<file path="src/rtl/viterbi_sched.sv">
// Viterbi back-end sequencer: survivor bank rotation, traceback routing and
// ping-pong display addressing. All memory-facing controls are registered.

module viterbi_sched_slot #(
  parameter int          ADDR_W = 10,
  parameter int unsigned IDX    = 0
) (
  input  logic              clk,
  input  logic              rst,
  input  logic              enable,
  input  logic [1:0]        bank,
  input  logic [ADDR_W-1:0] wr_cnt,
  input  logic [ADDR_W-1:0] rd_cnt,
  output logic              wr,
  output logic [ADDR_W-1:0] addr
);
  // Role of this bank relative to the current write bank:
  // 0 = write, 1/3 = traceback read, 2 = idle.
  logic [1:0] off;
  assign off = 2'(IDX) - bank;

  always_ff @(posedge clk or negedge rst) begin
    if (!rst) begin
      wr   <= 1'b0;
      addr <= '0;
    end else if (!enable) begin
      wr   <= 1'b0;
      addr <= '0;
    end else begin
      case (off)
        2'd0:    begin wr <= 1'b1; addr <= wr_cnt; end
        2'd2:    begin wr <= 1'b0; addr <= '0;     end
        default: begin wr <= 1'b0; addr <= rd_cnt; end
      endcase
    end
  end
endmodule

module viterbi_sched #(
  parameter int ADDR_W = 10,
  parameter int TB_DLY = 2
) (
  input  logic                clk,
  input  logic                rst,
  input  logic                enable,
  output logic [3:0]          wr_bank,
  output logic [4*ADDR_W-1:0] addr_bank,
  output logic [1:0]          tb_route,
  output logic                tbu0_en,
  output logic                tbu1_en,
  output logic                tbu0_sel,
  output logic                tbu1_sel,
  output logic [ADDR_W-1:0]   disp_addr0,
  output logic [ADDR_W-1:0]   disp_addr1,
  output logic                out_sel,
  output logic                busy,
  output logic                out_valid
);
  typedef enum logic [1:0] {IDLE, FILL, RUN} state_t;

  localparam logic [ADDR_W-1:0] DWR_INIT = ADDR_W'(2);
  localparam logic [ADDR_W-1:0] DRD_INIT = {ADDR_W{1'b1}} - ADDR_W'(2);

  state_t                 state, state_nxt;
  logic [ADDR_W-1:0]      wr_cnt, rd_cnt;
  logic [1:0]             bank;
  logic                   wrap;
  logic [TB_DLY:1][1:0]   route_pipe;
  logic [ADDR_W-1:0]      dwr_cnt, drd_cnt;
  logic                   dsel, dsel_d1;

  assign wrap     = &wr_cnt;
  assign busy     = (state != IDLE);
  assign tb_route = route_pipe[TB_DLY];
  assign tbu1_sel = ~tbu0_sel;

  // ---------------- FSM ----------------
  always_ff @(posedge clk or negedge rst) begin
    if (!rst) state <= IDLE;
    else      state <= state_nxt;
  end

  always_comb begin
    state_nxt = state;
    if (!enable) state_nxt = IDLE;
    else begin
      case (state)
        IDLE:    state_nxt = FILL;
        FILL:    if (wrap && bank == 2'd1) state_nxt = RUN;
        RUN:     state_nxt = RUN;
        default: state_nxt = IDLE;
      endcase
    end
  end

  // ---------------- write/read counters and bank rotation ----------------
  always_ff @(posedge clk or negedge rst) begin
    if (!rst) begin
      wr_cnt <= '0;
      rd_cnt <= '1;
      bank   <= 2'd0;
    end else if (!enable) begin
      wr_cnt <= '0;
      rd_cnt <= '1;
      bank   <= 2'd0;
    end else begin
      wr_cnt <= wr_cnt + 1'b1;
      rd_cnt <= rd_cnt - 1'b1;
      if (wrap) bank <= bank + 2'd1;
    end
  end

  for (genvar g = 0; g < 4; g++) begin : g_slot
    viterbi_sched_slot #(.ADDR_W(ADDR_W), .IDX(g)) u_slot (
      .clk    (clk),
      .rst    (rst),
      .enable (enable),
      .bank   (bank),
      .wr_cnt (wr_cnt),
      .rd_cnt (rd_cnt),
      .wr     (wr_bank[g]),
      .addr   (addr_bank[g*ADDR_W +: ADDR_W])
    );
  end

  // ---------------- traceback routing ----------------
  // Bank index delayed by the survivor read latency before it steers the TBUs.
  always_ff @(posedge clk or negedge rst) begin
    if (!rst) begin
      route_pipe <= '0;
      tbu0_sel   <= 1'b0;
      tbu0_en    <= 1'b0;
      tbu1_en    <= 1'b0;
    end else if (!enable) begin
      route_pipe <= '0;
      tbu0_sel   <= 1'b0;
      tbu0_en    <= 1'b0;
      tbu1_en    <= 1'b0;
    end else begin
      route_pipe[1] <= bank;
      for (int i = 2; i <= TB_DLY; i++) route_pipe[i] <= route_pipe[i-1];
      tbu0_sel <= tb_route[0];
      if (tb_route == 2'd2) tbu0_en <= 1'b1;
      if (tb_route == 2'd3) tbu1_en <= 1'b1;
    end
  end

  // ---------------- display ping-pong ----------------
  always_ff @(posedge clk or negedge rst) begin
    if (!rst) begin
      dwr_cnt    <= DWR_INIT;
      drd_cnt    <= DRD_INIT;
      dsel       <= 1'b0;
      dsel_d1    <= 1'b0;
      out_sel    <= 1'b0;
      disp_addr0 <= '0;
      disp_addr1 <= '0;
      out_valid  <= 1'b0;
    end else if (!enable) begin
      dwr_cnt    <= DWR_INIT;
      drd_cnt    <= DRD_INIT;
      dsel       <= 1'b0;
      dsel_d1    <= 1'b0;
      out_sel    <= 1'b0;
      disp_addr0 <= '0;
      disp_addr1 <= '0;
      out_valid  <= 1'b0;
    end else begin
      dwr_cnt    <= dwr_cnt - 1'b1;
      drd_cnt    <= drd_cnt + 1'b1;
      dsel       <= tb_route[0];
      dsel_d1    <= dsel;
      out_sel    <= dsel_d1;
      disp_addr0 <= dsel ? dwr_cnt : drd_cnt;
      disp_addr1 <= dsel ? drd_cnt : dwr_cnt;
      // First out_sel flip after TBU0 is live marks the first valid bit.
      if (tbu0_en && (dsel_d1 != out_sel)) out_valid <= 1'b1;
    end
  end
endmodule

</file>
<file path="config.mk">
export PLATFORM = sky130hd
export DESIGN_NAME = viterbi_sched
export DESIGN_NICKNAME = d
export VERILOG_FILES = /design/src/rtl/viterbi_sched.sv
export SDC_FILE = /design/constraint.sdc
export NUM_CORES = 1
export LEC_CHECK = 0
export ABC_CLOCK_PERIOD_IN_PS = 1900
export CORE_ASPECT_RATIO = 0.75
export CORE_UTILIZATION = 30
export DETAILED_ROUTE_END_ITERATION = 6
export GPL_TIMING_DRIVEN = 1
export PLACE_DENSITY = 0.49
export SLEW_MARGIN = 10
export SYNTH_ARGS = -nofsm -noshare
export SYNTH_HDL_FRONTEND = slang
export SYNTH_HIERARCHICAL = 1
export SYNTH_SLANG_ARGS = --single-unit
</file>
<file path="constraint.sdc">
create_clock -name clk -period 1.9 [get_ports clk]
set_input_delay 0.285 -clock clk [delete_from_list [all_inputs] [get_ports clk]]
set_output_delay 0.285 -clock clk [all_outputs]
set_load 0.02 [all_outputs]
</file>
==> results of run 1 <==
-- area by class of cell --
class | count | area share, %
multi-input combinational | 322 | 28.9
clock buffer | 23 | 6.78
timing repair buffer | 95 | 13.8
clock inverter | 9 | 1.54
inverter | 17 | 0.944
sequential | 118 | 44.1
tap | 215 | 3.98
-- layer usage --
layer | share of wire, % | GRT usage (%) | vias up | wire [um]
li1 | - | - | 1849 | -
met1 | 50 | 22.8 | 1846 | 6380
met2 | 43 | 22.1 | 101 | 5390
met3 | 6.3 | 4.64 | 6 | 791
met4 | 0.70 | 4.60 | 0 | 89
met5 | 0 | 0 | - | 0
-- cells by family after synthesis --
family                     after synthesis  synth area share [%]
adders and majority gates                7                  1.69
buffers and inverters                   48                  4.72
and+or+nand+nor                        203                  18.7
AOI/OAI and AO/OA                       79                  11.2
xor gates and xnor gates                 9                  1.52
muxes                                   24                  4.67
DFF                                    118                  57.6
-- power by group --
part           switching (mW)  internal [mW]  leakage (nW)  total, mW
Combinational           0.455          0.349          1.05      0.804
Sequential              0.138           2.69          1.50       2.83
Clock                    1.10           1.95         0.271       3.05
-- cell usage in the layout, fill, tap and decap left out, types with 6 or more instances in the layout --
cell type / n
a21oi_1: 16
and2_1: 6
buf_4: 18
clkbuf_16: 17
clkdlybuf4s50_1: 72
dfrtp_1: 98
dfstp_2: 20
ha_1: 7
inv_1: 15
mux2i_1: 23
nand2_1: 80
nand2b_1: 7
nand3_1: 38
nor2_1: 35
o21ai_0: 13
o21ai_2: 18
o22ai_1: 10
o22ai_2: 10
o31ai_1: 11
or3_1: 14
or4_1: 9
xor2_1: 7
-- final timing paths --
path	from	to	slack (ns)
max	dsel	tbu1_sel	0.12
min	enable	rd_cnt[6]	0.13
max reg2reg	wr_cnt[0]	bank[0]	0.23
min reg2reg	route_pipe[0]	tb_route[0]	0.45
max in group asynchronous	rst	rd_cnt[8]	1.07
min in group asynchronous	rst	g_slot[1].u_slot/addr[1]	0.25
-- flip-flops by register name, indices dropped and copies added, names as in the netlist, 2 cells and up --
| name | cells |
|---|---|
| rd_cnt | 10 |
| disp_addr0 | 10 |
| tb_route | 2 |
| g_slot.u_slot/wr | 4 |
| dwr_cnt | 10 |
| bank | 2 |
| state | 2 |
| wr_cnt | 10 |
| disp_addr1 | 10 |
| g_slot.u_slot/addr | 40 |
| route_pipe | 2 |
| drd_cnt | 10 |
-- timing repair --
action / in CTS / in global routing
endpoints found under the hold margin: 98 / 0
gates resized for setup: 1 / 0
setup buffers: 0 / 1
hold buffers: 1 / 0
pin swaps: 0 / 1
setup endpoints to repair: 1 / 3
-- metrics by stage --
step                      area, sq um  hold slack [ns]  total power [mW]
after floorplan                  5170          -0.0106              3.30
after global placement           6180            0.124              3.67
after detailed placement         6180            0.123              3.69
after CTS                        6750            0.113              6.79
after global routing             6760            0.129              7.01
final                            6760            0.128              6.69
-- cell usage after synthesis (all sizes together) --
cell type   n  area (sq um)
nand2      80           300
mux2        1          11.3
or3        15          95.1
o31ai      11          82.6
clkbuf     11          41.3
xor2        7          61.3
xnor2       2          17.5
a21oi      16          80.1
nand3b      1          7.51
nor4        2          12.5
or4        11          90.1
o21ai      32           228
dfrtp      98          2450
or2         2          12.5
buf        20           139
nor2       35           131
ha          7          87.6
and3        1          6.26
o22ai      20           188
dfstp      20           526
and2        6          37.5
inv        17          63.8
nor3        1          5.00
nand3      38           190
nand2b      8          57.6
mux2i      23           230
nand4       3          18.8
==> flow_metrics.env, run 1 <==
export IMPL_clk_latency_ns=0.41
export IMPL_power_density_mw_per_mm2=989
export IMPL_synth_area_sq_mm=0.00517
export IMPL_antenna_found_initial=0
export IMPL_grt_setup_unrepaired="no"
export IMPL_skew_ns=0.0103
export IMPL_cts_root_buf="clkbuf_16"
export IMPL_crit_type="reg2out"
export IMPL_setup_viol=0
export IMPL_dp_cells=765
export IMPL_io_buffer_count=75
export IMPL_p_leak_nw=2.82
export IMPL_cpPeakStageDelay_ns=0.61
export IMPL_drt_iter0_drc=258
export IMPL_num_vias=3802
export IMPL_crit_chain="inv_1, clkdlybuf4s50_1"
export IMPL_period_share_pct=93.9
export IMPL_cts_tree="built"
export IMPL_worstPathRequired_ns=1.62
export IMPL_coreArea_sq_mm=0.0168
export IMPL_drive_above_1_share_pct=17.8
export IMPL_cts_buffers=17
export IMPL_grt_ovfl_total=0
export IMPL_dp_hpwl_um=8790
export IMPL_ios=76
export IMPL_multiInputGateArea_sq_mm=0.00195
export IMPL_yosysUniqueCellTypes=37
export IMPL_dieHeight_um=116
export IMPL_worst_pin_slew_ns=0.656
export IMPL_synth_nets=498
export IMPL_postLayoutCoreUtil_pct=40.2
export IMPL_clkTransAtPathRegs_ns=0.05
export IMPL_core_rowCount=41
export IMPL_grt_start_max_net_pins=51
export IMPL_dr_pass1_iters=6
export IMPL_setup_ws_ns=0.117
export IMPL_syn_area_per_cell_sq_um=10.6
export IMPL_tns_ns=0
export IMPL_fillers=1639
export IMPL_hp_class="in2reg"
export IMPL_worst_path_max_delay_cell="clkdlybuf4s50_1"
export IMPL_final_cells=799
export IMPL_end_kind="primary output"
export IMPL_worst_path_stages=2
export IMPL_seq_area_sq_mm=0.00298
export IMPL_grt_pass1_wl_um=20900
export IMPL_critical_path_arrival_ns=1.50
export IMPL_cts_sinks=118
export IMPL_final_nets=581
export IMPL_reg2regPathDepth=5
export IMPL_critPathBufInv=2
export IMPL_min_period_ns=1.78
export IMPL_synth_yosys_seq_area_share_pct=57.6
export IMPL_cp_max_fo=3
export IMPL_vias_per_cell=4.76
export IMPL_critPathLaunchType="flop"
export IMPL_outcome="finished, final reports clean"
export IMPL_clock_fmax_ghz=0.561
export IMPL_yosys_warnings=6
export IMPL_area_growth_pct=30.6
export IMPL_first_global_vias=3763
export IMPL_cp_top_family="buffers and inverters"
export IMPL_dieWidth_um=154
export IMPL_maxCapViolations=0
export IMPL_hold_violations=0
export IMPL_drc=0
export IMPL_htreeDepth=4
export IMPL_grt_util_all_layers_pct=15.6
export IMPL_antenna_cells=0
export IMPL_synth_seq_cells=118
export IMPL_drtAntennaViolNets=0
export IMPL_die_area_sq_mm=0.0178
export IMPL_floorplan_initialDensity_pct=30.7
export IMPL_clock_path_buffers=2
export IMPL_min_path_cells=2
export IMPL_wl_um=12600
export IMPL_relSlewSlack_pct=56.2
export IMPL_pre_cts_ws_ns=0.127
export IMPL_report_final_slew_viol_count=0
export IMPL_gp_congestion=0.845
export IMPL_wl_per_cell_um=15.8
export IMPL_synthesis_instances=488
export IMPL_vdd_drop_max_mv=0.474
(Power assumes the default switching activity.)
==> inputs of run 2 (changes only) <==
--- a/config.mk
+++ b/config.mk
@@ -14,5 +14,4 @@
 export SLEW_MARGIN = 10
 export SYNTH_ARGS = -nofsm -noshare
 export SYNTH_HDL_FRONTEND = slang
-export SYNTH_HIERARCHICAL = 1
 export SYNTH_SLANG_ARGS = --single-unit
==> flow_metrics.env, run 2 <==
export IMPL_yosys_warnings=0
export IMPL_num_vias=3909
export IMPL_synth_yosys_seq_area_share_pct=57.5
export IMPL_largest_reg_flops=40
export IMPL_tns_ns=0
export IMPL_antenna_found_initial=0
export IMPL_skew_ns=0.00644
export IMPL_fillers=1608
export IMPL_ff2ff_setup_slack_ns=0.18
export IMPL_grt_setup_unrepaired="no"
export IMPL_min_period_ns=1.77
export IMPL_cts_tree="built"
export IMPL_power_density_mw_per_mm2=1050
export IMPL_yosysTopAreaCell="dfrtp_1"
export IMPL_period_share_pct=93.4
export IMPL_worstReg2RegStart="bank[1]"
export IMPL_wl_met2_um=5190
export IMPL_cp_max_fo=3
export IMPL_dieHeight_um=116
export IMPL_core_rowCount=41
export IMPL_design_area_sq_mm=0.00686
export IMPL_antenna_cells=0
export IMPL_ios=76
export IMPL_dieWidth_um=154
export IMPL_p_leak_nw=2.92
export IMPL_synth_area_top_cells="dfrtp_1, dfstp_2, a21oi_1"
export IMPL_top_layer="met4"
export IMPL_dpl_cell_area_sq_mm=0.00619
export IMPL_synth_edf_count=0
export IMPL_yosysMostFrequentCell="dfrtp_1"
export IMPL_multiInputGateArea_sq_mm=0.00193
export IMPL_dp_hpwl_um=8720
export IMPL_relSlewSlack_pct=61.9
export IMPL_reg2regPathDepth=5
export IMPL_vdd_drop_max_mv=0.347
export IMPL_p_total_mw=7.19
export IMPL_setup_viol=0
export IMPL_drc=0
export IMPL_io_buffer_count=75
export IMPL_area_growth_pct=32.6
export IMPL_worst_path_max_delay_cell="clkdlybuf4s50_1"
export IMPL_drt_iter0_drc=278
export IMPL_first_global_vias=3782
export IMPL_postCtsSetupRepairBufs=0
export IMPL_cts_buffers=17
export IMPL_cts_sinks=118
export IMPL_synth_nets=507
export IMPL_floorplan_initialDensity_pct=30.8
export IMPL_maxCapViolations=0
export IMPL_crit_chain="inv_1, clkdlybuf4s50_1"
export IMPL_clk_latency_ns=0.41
export IMPL_report_final_slew_viol_count=0
export IMPL_hold_violations=0
export IMPL_r2r_end="g_slot[3].u_slot.addr[2]"
export IMPL_gp_congestion=0.816
export IMPL_dp_cells=764
export IMPL_synthesis_instances=492
export IMPL_cpPeakStageDelay_ns=0.60
export IMPL_drtAntennaViolNets=0
export IMPL_regMostFlops="g_slot.u_slot.addr"
export IMPL_critical_path_arrival_ns=1.49
export IMPL_synthTopCellsByCount="dfrtp_1, nor2_1, a21oi_1"
export IMPL_cts_root_buf="clkbuf_16"
export IMPL_outcome="finished, final reports clean"
export IMPL_synth_main_ff_cell="dfrtp_1"
export IMPL_grt_ovfl_total=0
export IMPL_async_flop_share_pct=100
export IMPL_clock_path_buffers=2
export IMPL_final_common_cell="dfrtp_1"
export IMPL_die_area_sq_mm=0.0178
export IMPL_worstPathRequired_ns=1.62
export IMPL_clkTransAtPathRegs_ns=0.05
export IMPL_crit_type="reg2out"
export IMPL_coreArea_sq_mm=0.0168
export IMPL_final_cells=796
export IMPL_setup_ws_ns=0.126
export IMPL_seq_area_sq_mm=0.00298
export IMPL_grt_start_max_net_pins=88
export IMPL_postLayoutCoreUtil_pct=40.8
export IMPL_wl_per_cell_um=16.0
export IMPL_wl_um=12700
export IMPL_mostFrequentLayoutCells="dfrtp_1, clkdlybuf4s50_1, nor2_1"
export IMPL_final_nets=584
export IMPL_vias_per_cell=4.91
export IMPL_yosysUniqueCellTypes=43
export IMPL_grt_util_all_layers_pct=15.5
export IMPL_clock_fmax_ghz=0.564
export IMPL_synth_area_sq_mm=0.00518
export IMPL_m1WireLength_um=6370
export IMPL_grt_pass1_wl_um=20800
export IMPL_hold_slack_ns=0.337
export IMPL_syn_area_per_cell_sq_um=10.5
export IMPL_synth_seq_cells=118
export IMPL_pre_cts_ws_ns=0.209
export IMPL_end_kind="primary output"
export IMPL_drive_above_1_share_pct=13.9
export IMPL_htreeDepth=4
export IMPL_hp_class="in2async"
export IMPL_wl_met3_um=1000
export IMPL_critPathLaunchType="flop"
export IMPL_dr_pass1_iters=4
export IMPL_yosys_area_top_type_share_pct=47.4
export IMPL_worst_pin_slew_ns=0.568
-- run 2: worst max-delay path: cells and delay by family (launching register included) --
kind / cells / cell delay [ns]
buf+inv: 2 / 0.68
flops: 1 / 0.40
-- run 2: per-layer routing --
metal | up-vias | track usage, %
li1 | 1840 | -
met1 | 1933 | 23.4
met2 | 126 | 20.4
met3 | 10 | 4.30
met4 | 0 | 6.47
met5 | - | 0
-- run 2: cell type report --
cell class	instances	share of cell area [%]
sequential	118	43.4
multi-input combinational	317	28.1
timing repair buffer	98	14.0
inverter	17	0.930
clock inverter	9	2.48
tap	215	3.92
clock buffer	22	7.20
-- run 2: power breakdown --
part,leakage [nW],internal (mW),switching [mW],total [mW]
combinational,1.09,0.340,0.457,0.798
clock,0.332,2.48,1.08,3.57
sequential,1.50,2.69,0.137,2.83
-- run 2: logic make-up (layout without fill, tap and decap cells) --
family	count (synthesis)	count (layout)	synth area share [%]
AND/OR/NAND/NOR	191	191	19.4
flip-flops	118	118	57.5
AO/OA/AOI/OAI	81	81	8.87
buffers and inverters	57	146	5.24
multiplexers	22	22	4.25
adder cells (fa/ha/maj)	12	12	2.90
XOR/XNOR	11	11	1.86
-- run 2: repair_timing --
action,CTS,global route
gates resized for setup,1,0
endpoints found under the setup margin,1,0
hold buffers,1,0
endpoints found under the hold margin,25,0
-- run 2: worst max-delay path by stage --
stage               start                       end  slack [ns]  cells after the start
6_report             dsel                  tbu1_sel        0.13                      2
5_1_grt              dsel                  tbu1_sel        0.05                      2
4_1_cts              dsel                  tbu1_sel         0.1                      2
3_5_place_dp      bank[1]  g_slot[3].u_slot.addr[2]        0.21                      5
3_3_place_gp      bank[1]  g_slot[1].u_slot.addr[7]        0.24                      5
2_1_floorplan  drd_cnt[2]                drd_cnt[9]        0.38                      4
